===== src/rtl/fft_third_stage.sv =====
// Last radix-2 stage of the 8-point FFT: twiddles the odd 4-point DFT, runs the
// butterflies with a rounded 1/2 scale and streams X0..X7 over valid/ready.
module fft_third_stage #(
    parameter int WIDTH     = 16,
    parameter int COEF_FRAC = 14,
    parameter int COEF      = 11585
) (
    input  logic             clk,
    input  logic             rst_n,
    input  logic             in_valid,
    output logic             in_ready,
    input  logic [WIDTH-1:0] x_in_0_real,
    input  logic [WIDTH-1:0] x_in_0_imag,
    input  logic [WIDTH-1:0] x_in_1_real,
    input  logic [WIDTH-1:0] x_in_1_imag,
    input  logic [WIDTH-1:0] x_in_2_real,
    input  logic [WIDTH-1:0] x_in_2_imag,
    input  logic [WIDTH-1:0] x_in_3_real,
    input  logic [WIDTH-1:0] x_in_3_imag,
    input  logic [WIDTH-1:0] x_in_4_real,
    input  logic [WIDTH-1:0] x_in_4_imag,
    input  logic [WIDTH-1:0] x_in_5_real,
    input  logic [WIDTH-1:0] x_in_5_imag,
    input  logic [WIDTH-1:0] x_in_6_real,
    input  logic [WIDTH-1:0] x_in_6_imag,
    input  logic [WIDTH-1:0] x_in_7_real,
    input  logic [WIDTH-1:0] x_in_7_imag,
    output logic             out_valid,
    input  logic             out_ready,
    output logic [WIDTH-1:0] out_real,
    output logic [WIDTH-1:0] out_imag,
    output logic [2:0]       out_index,
    output logic             out_last,
    output logic             out_sat
);
    localparam int PW = WIDTH + COEF_FRAC + 3;
    localparam logic signed [PW-1:0]      COEF_S = PW'(COEF);
    localparam logic signed [PW-1:0]      BIAS   = PW'(2 ** (COEF_FRAC - 1));
    localparam logic signed [WIDTH+1:0]   ONE    = (WIDTH+2)'(1);
    localparam logic signed [WIDTH+1:0]   MAXV   = (WIDTH+2)'(2 ** (WIDTH - 1) - 1);
    localparam logic signed [WIDTH+1:0]   MINV   = -(WIDTH+2)'(2 ** (WIDTH - 1));

    typedef enum logic [1:0] {IDLE, MUL, BFLY, OUT} state_t;
    state_t state_q, state_d;

    logic [WIDTH-1:0]        x_re [8];
    logic [WIDTH-1:0]        x_im [8];
    logic [WIDTH-1:0]        cap_re_q [8], cap_re_d [8];
    logic [WIDTH-1:0]        cap_im_q [8], cap_im_d [8];
    logic signed [WIDTH:0]   t_re_q [4], t_re_d [4];
    logic signed [WIDTH:0]   t_im_q [4], t_im_d [4];
    logic [WIDTH-1:0]        bin_re_q [8], bin_re_d [8];
    logic [WIDTH-1:0]        bin_im_q [8], bin_im_d [8];
    logic                    sat_q [8], sat_d [8];
    logic [2:0]              idx_q, idx_d;
    logic signed [WIDTH:0]   tw_re [4];
    logic signed [WIDTH:0]   tw_im [4];
    logic [WIDTH-1:0]        bf_re [8];
    logic [WIDTH-1:0]        bf_im [8];
    logic                    bf_sat [8];

    assign x_re = '{x_in_0_real, x_in_1_real, x_in_2_real, x_in_3_real,
                    x_in_4_real, x_in_5_real, x_in_6_real, x_in_7_real};
    assign x_im = '{x_in_0_imag, x_in_1_imag, x_in_2_imag, x_in_3_imag,
                    x_in_4_imag, x_in_5_imag, x_in_6_imag, x_in_7_imag};

    // s * (1/sqrt2), rounded half-up in the fixed-point domain
    function automatic logic signed [WIDTH:0] rnd(input logic signed [WIDTH:0] s);
        logic signed [PW-1:0] p;
        p = {{(PW-WIDTH-1){s[WIDTH]}}, s};
        p = (p * COEF_S + BIAS) >>> COEF_FRAC;
        return p[WIDTH:0];
    endfunction

    // Returns {saturated, value} for the rounded half of a butterfly sum
    function automatic logic [WIDTH:0] sat_half(input logic signed [WIDTH+1:0] u);
        logic signed [WIDTH+1:0] v;
        v = (u + ONE) >>> 1;
        if (v > MAXV)
            return {1'b1, MAXV[WIDTH-1:0]};
        else if (v < MINV)
            return {1'b1, MINV[WIDTH-1:0]};
        else
            return {1'b0, v[WIDTH-1:0]};
    endfunction

    genvar gi;
    generate
        for (gi = 0; gi < 4; gi++) begin : g_k
            logic signed [WIDTH:0]   a_re, a_im, b_re, b_im, sum_bb, dif_bb;
            logic signed [WIDTH+1:0] up_re, up_im, um_re, um_im;
            logic [WIDTH:0]          sp_re, sp_im, sm_re, sm_im;

            assign a_re   = {cap_re_q[gi][WIDTH-1], cap_re_q[gi]};
            assign a_im   = {cap_im_q[gi][WIDTH-1], cap_im_q[gi]};
            assign b_re   = {cap_re_q[gi+4][WIDTH-1], cap_re_q[gi+4]};
            assign b_im   = {cap_im_q[gi+4][WIDTH-1], cap_im_q[gi+4]};
            assign sum_bb = b_re + b_im;
            assign dif_bb = b_im - b_re;

            if (gi == 0) begin : g_w0
                assign tw_re[gi] = b_re;
                assign tw_im[gi] = b_im;
            end else if (gi == 1) begin : g_w1
                assign tw_re[gi] = rnd(sum_bb);
                assign tw_im[gi] = rnd(dif_bb);
            end else if (gi == 2) begin : g_w2
                assign tw_re[gi] = b_im;
                assign tw_im[gi] = -b_re;
            end else begin : g_w3
                assign tw_re[gi] = rnd(dif_bb);
                assign tw_im[gi] = -rnd(sum_bb);
            end

            assign up_re = {a_re[WIDTH], a_re} + {t_re_q[gi][WIDTH], t_re_q[gi]};
            assign up_im = {a_im[WIDTH], a_im} + {t_im_q[gi][WIDTH], t_im_q[gi]};
            assign um_re = {a_re[WIDTH], a_re} - {t_re_q[gi][WIDTH], t_re_q[gi]};
            assign um_im = {a_im[WIDTH], a_im} - {t_im_q[gi][WIDTH], t_im_q[gi]};
            assign sp_re = sat_half(up_re);
            assign sp_im = sat_half(up_im);
            assign sm_re = sat_half(um_re);
            assign sm_im = sat_half(um_im);

            assign bf_re[gi]    = sp_re[WIDTH-1:0];
            assign bf_im[gi]    = sp_im[WIDTH-1:0];
            assign bf_sat[gi]   = sp_re[WIDTH] | sp_im[WIDTH];
            assign bf_re[gi+4]  = sm_re[WIDTH-1:0];
            assign bf_im[gi+4]  = sm_im[WIDTH-1:0];
            assign bf_sat[gi+4] = sm_re[WIDTH] | sm_im[WIDTH];
        end
    endgenerate

    always_ff @(posedge clk or negedge rst_n) begin
        if (!rst_n)
            state_q <= IDLE;
        else
            state_q <= state_d;
    end

    always_comb begin
        state_d = state_q;
        case (state_q)
            IDLE:    if (in_valid) state_d = MUL;
            MUL:     state_d = BFLY;
            BFLY:    state_d = OUT;
            OUT:     if (out_ready && idx_q == 3'd7) state_d = IDLE;
            default: state_d = IDLE;
        endcase
    end

    always_comb begin
        in_ready  = (state_q == IDLE);
        out_valid = (state_q == OUT);
        out_last  = (state_q == OUT) && (idx_q == 3'd7);
    end

    always_comb begin
        cap_re_d = cap_re_q;
        cap_im_d = cap_im_q;
        t_re_d   = t_re_q;
        t_im_d   = t_im_q;
        bin_re_d = bin_re_q;
        bin_im_d = bin_im_q;
        sat_d    = sat_q;
        idx_d    = idx_q;
        if (state_q == IDLE && in_valid) begin
            cap_re_d = x_re;
            cap_im_d = x_im;
        end
        if (state_q == MUL) begin
            t_re_d = tw_re;
            t_im_d = tw_im;
        end
        if (state_q == BFLY) begin
            bin_re_d = bf_re;
            bin_im_d = bf_im;
            sat_d    = bf_sat;
        end
        // Index wraps 7 -> 0, so the next frame starts at bin 0
        if (state_q == OUT && out_ready)
            idx_d = idx_q + 3'd1;
    end

    always_ff @(posedge clk or negedge rst_n) begin
        if (!rst_n) begin
            for (int i = 0; i < 8; i++) begin
                cap_re_q[i] <= '0;
                cap_im_q[i] <= '0;
                bin_re_q[i] <= '0;
                bin_im_q[i] <= '0;
                sat_q[i]    <= 1'b0;
            end
            for (int i = 0; i < 4; i++) begin
                t_re_q[i] <= '0;
                t_im_q[i] <= '0;
            end
            idx_q <= 3'd0;
        end else begin
            cap_re_q <= cap_re_d;
            cap_im_q <= cap_im_d;
            t_re_q   <= t_re_d;
            t_im_q   <= t_im_d;
            bin_re_q <= bin_re_d;
            bin_im_q <= bin_im_d;
            sat_q    <= sat_d;
            idx_q    <= idx_d;
        end
    end

    assign out_real  = bin_re_q[idx_q];
    assign out_imag  = bin_im_q[idx_q];
    assign out_sat   = sat_q[idx_q];
    assign out_index = idx_q;
endmodule

===== config.mk =====
export PLATFORM = sky130hd
export DESIGN_NAME = fft_third_stage
export DESIGN_NICKNAME = d
export VERILOG_FILES = /design/src/rtl/fft_third_stage.sv
export SDC_FILE = /design/constraint.sdc
export NUM_CORES = 2
export LEC_CHECK = 0
export BUFFER_PORTS_ARGS = -buffer_cell sky130_fd_sc_hd__buf_2
export CAP_MARGIN = 15
export CORE_MARGIN = 3
export CORE_UTILIZATION = 49
export DETAILED_ROUTE_END_ITERATION = 10
export PLACE_DENSITY = 0.69
export SLEW_MARGIN = 10
export SYNTH_ARGS = -nofsm -noshare
export SYNTH_HDL_FRONTEND = slang
export SYNTH_SLANG_ARGS = --single-unit

===== constraint.sdc =====
create_clock -name clk -period 9.05 [get_ports clk]
set_input_delay 1.3575 -clock clk [delete_from_list [all_inputs] [get_ports clk]]
set_output_delay 1.3575 -clock clk [all_outputs]
set_load 0.01 [all_outputs]

==> impl_results.md <==
* Run status: finished clean
* WS Path Type: flop to flop
* CTS tree: yes
* Synth cell types at 95
* Final Hold Fails at 0
* H-tree depth at 3
* Setup-failing EPs final at 0
* Initial drt markers at 2987
* Ports at 299
* CTS buffer count at 79
* CP max FO at 7
* Max-cap violations at 0
* Tcrit/Tclk final at 94.4%
* Vias in the first global route at 44300
* Slew Limit Fails at 0
* Global-route wire length before repair at 244 mm
* Fmax at 117 MHz
* Post-synth top area share at 27.4%
* Yosys reg bits at 658
* Slowest cell on crit path: fa_1
* Cells after DPL at 7790
* Ant diodes at 0
* Detail Route Antenna Nets at 0
* GPL Wtd Cong at 0.898
* Sink Count at 658
* All-Layer GR Usage at 24.3%
* IO Port Bufs at 298
* Worst hold-check path type: flop to flop
* Drt total wl at 155 mm
* Max_slew headroom at 20.5%
* Required time of the critical path at 9560 ps
* Syn Area/Cell at 10.0 µm²
* Core Area at 121000 µm²
* Router iterations before antenna repair at 5
* Worst hold slack at 478 ps
* Ys flop type: dfrtp_1
* Vias per inst at 5.58
* Setup TNS at 0 ps
* Syn nets at 7455
* Period minus WS final at 8540 ps
* Die Y at 356 µm
* Congestion Overflow GR at 0
* Full die area at 127000 µm²
* Reg2reg start: cap_re_q[0]$_DFFE_PN0P_
* CTS max path bufs at 3
* Synth top area cells: dfrtp_1, ha_1, fa_1
* CP Data Arrival Time at 9050 ps
* Most frequent cell on the critical path: fa_1
* Hpwl dp at 125 mm
* Detailed-route via count at 44300
* CTS Root Cell: clkbuf_16
* Die W at 356 µm
* Synth warn at 0
* RSZ-0062 raised after global routing: yes
* Worst R2R Path Depth at 31
* Hold path depth at 1
* Clock Latency Late Sink at 680 ps
* Setup crit end kind: flop
* Row count at 127
* FF-to-FF End: t_im_q[16]$_DFFE_PN0N_
* Setup Skew at 41.6 ps
* Cell count after synthesis at 5991
* CTS clk-pin slew, worst paths at 60 ps
* Area growth, synth to finish at 10.4%
* Cell Area, Synth at 60100 µm²
* Avg WL per Cell at 19.5 µm
* Async SR Flop Fraction at 100%
* Worst Hold Path EP: bin_im_q[100]$_DFFE_PN0P_
* Initial antenna violation count at 4
* Initial Utilization at 49.7%
* Crit-path max cell delay at 510 ps
* Seq/Total Area, Yosys at 27.4%
* Hold_sp: bin_im_q[100]$_DFFE_PN0P_
* R2R setup slack at 510 ps
* Crit start category: flop
* Post-synth EDFFs at 0
* Drt drc at 0
* Worst slew pin tran at 1180 ps
* Fin cells at 7936
* Largest net degree at the start of global routing at 168
* Layout cells sized above 1 at 16.0%
* Cell taking the most area after synthesis: dfrtp_1
* Final net count at 7725
==> registers in the layout, indices dropped and copies added (netlist names) <==
signal     count
bin_im_q     128
bin_re_q     128
cap_im_q     128
cap_re_q     128
t_im_q        67
t_re_q        66
sat_q          8
out_index      3
state_q        2
==> worst max path at each step <==
stage	from	to
after detailed placement	cap_re_q[0]$_DFFE_PN0P_	t_im_q[16]$_DFFE_PN0N_
final	cap_re_q[0]$_DFFE_PN0P_	t_im_q[16]$_DFFE_PN0N_
after CTS	cap_re_q[0]$_DFFE_PN0P_	t_im_q[16]$_DFFE_PN0N_
after global routing	cap_re_q[0]$_DFFE_PN0P_	t_im_q[16]$_DFFE_PN0N_
after floorplan	cap_im_q[0]$_DFFE_PN0P_	t_re_q[16]$_DFFE_PN0N_
after global placement	cap_re_q[0]$_DFFE_PN0P_	t_im_q[16]$_DFFE_PN0N_
==> stage by stage <==
step | worst slack [ps] | utilization (%) | cell area [µm²]
2_1_floorplan | 441 | - | 60100
5_1_grt | -6.40 | 54.9 | 66300
4_1_cts | 86.1 | 54.8 | 66200
3_3_place_gp | -32.4 | 52.6 | 63500
6_report | 505 | 54.9 | 66300
3_5_place_dp | -163 | 52.6 | 63500
==> critical path, delay by kind of cell (launching register included) <==
| kind | cells | cell delay, ps |
|---|---|---|
| AOI/OAI and AO/OA | 12 | 2380 |
| DFF | 1 | 380 |
| adders and majority gates | 9 | 3590 |
| and+or+nand+nor | 6 | 1720 |
| buffers and inverters | 3 | 160 |
| xor gates and xnor gates | 1 | 120 |
==> routing by layer <==
metal / share of wire [%] / routed length, µm / global-route usage (%)
met5: 0 / 0 / 0
met4: 2.6 / 3990 / 6.24
met3: 5.4 / 8390 / 3.77
met2: 45 / 69700 / 38.8
met1: 47 / 72600 / 34.7
==> final cells by class <==
type                    instances  area, µm²
inverters                     876       3290
clock inverters                27        365
well taps                    1612       2020
repair buffers                358       2030
clock buffers                 117       2320
fillers                     10700      54500
flip-flops and latches        658      16500
multi-input cells            4288      39800
==> kinds of logic (layout without fill, tap and decap cells) <==
logic type | count (synthesis) | in the layout | synth area share, %
mux | 465 | 465 | 9.91
xor+xnor | 338 | 338 | 4.93
simple gates | 1016 | 1016 | 8.28
fa+ha+maj | 1267 | 1267 | 29.6
compound gates | 1202 | 1202 | 13.3
buf+inv | 1045 | 1378 | 6.59
flops | 658 | 658 | 27.4
==> cell usage in the layout (no fill, tap or decap), drive strengths merged, types with 15 or more instances in the layout <==
| cell type | instances |
|---|---|
| a2111oi | 15 |
| a211o | 18 |
| a211oi | 86 |
| a21o | 117 |
| a21oi | 295 |
| a311oi | 16 |
| a31oi | 37 |
| and2 | 28 |
| and3 | 31 |
| buf | 358 |
| clkbuf | 117 |
| dfrtp | 658 |
| fa | 274 |
| ha | 930 |
| inv | 878 |
| maj3 | 63 |
| mux2 | 376 |
| mux2i | 23 |
| mux4 | 66 |
| nand2 | 229 |
| nand2b | 36 |
| nand3 | 69 |
| nand3b | 16 |
| nand4 | 24 |
| nor2 | 300 |
| nor2b | 51 |
| nor3 | 96 |
| nor3b | 20 |
| nor4 | 22 |
| o211ai | 67 |
| o21a | 27 |
| o21ai | 259 |
| o21bai | 71 |
| o22a | 15 |
| o2bb2ai | 38 |
| o31ai | 25 |
| or2 | 18 |
| or3 | 46 |
| xnor2 | 209 |
| xor2 | 129 |
==> Yosys cell counts (all sizes together), types with 11 or more instances <==
cell type  number
mux2          376
o31ai          25
buf            29
nand2         229
nor2b          51
a311oi         16
mux2i          23
a2111oi        15
nor2          300
o22a           15
o2bb2ai        38
o211ai         67
o21a           27
o21ai         259
nand2b         36
ha            930
nand3b         16
a221oi         14
nand3          69
xor2          129
inv           876
a21o          117
a21oi         295
a211o          18
and2           28
clkbuf        139
a211oi         86
and3           31
nand4          24
nor3           96
dfrtp         658
a31oi          37
a21boi         11
or3            46
or2            18
maj3           63
mux4           66
o21bai         71
fa            274
nor4           22
xnor2         209
nor3b          20
==> timing repair <==
item	in CTS	in global routing
pin swaps	0	2
setup buffers	0	2
hold buffers	0	0
gates resized for setup	2	27
cloned	0	0
endpoints found under the setup margin	1	17
Power is not shown: default switching activity piles up to over one toggle a cycle in this logic, so the estimate is an artifact.
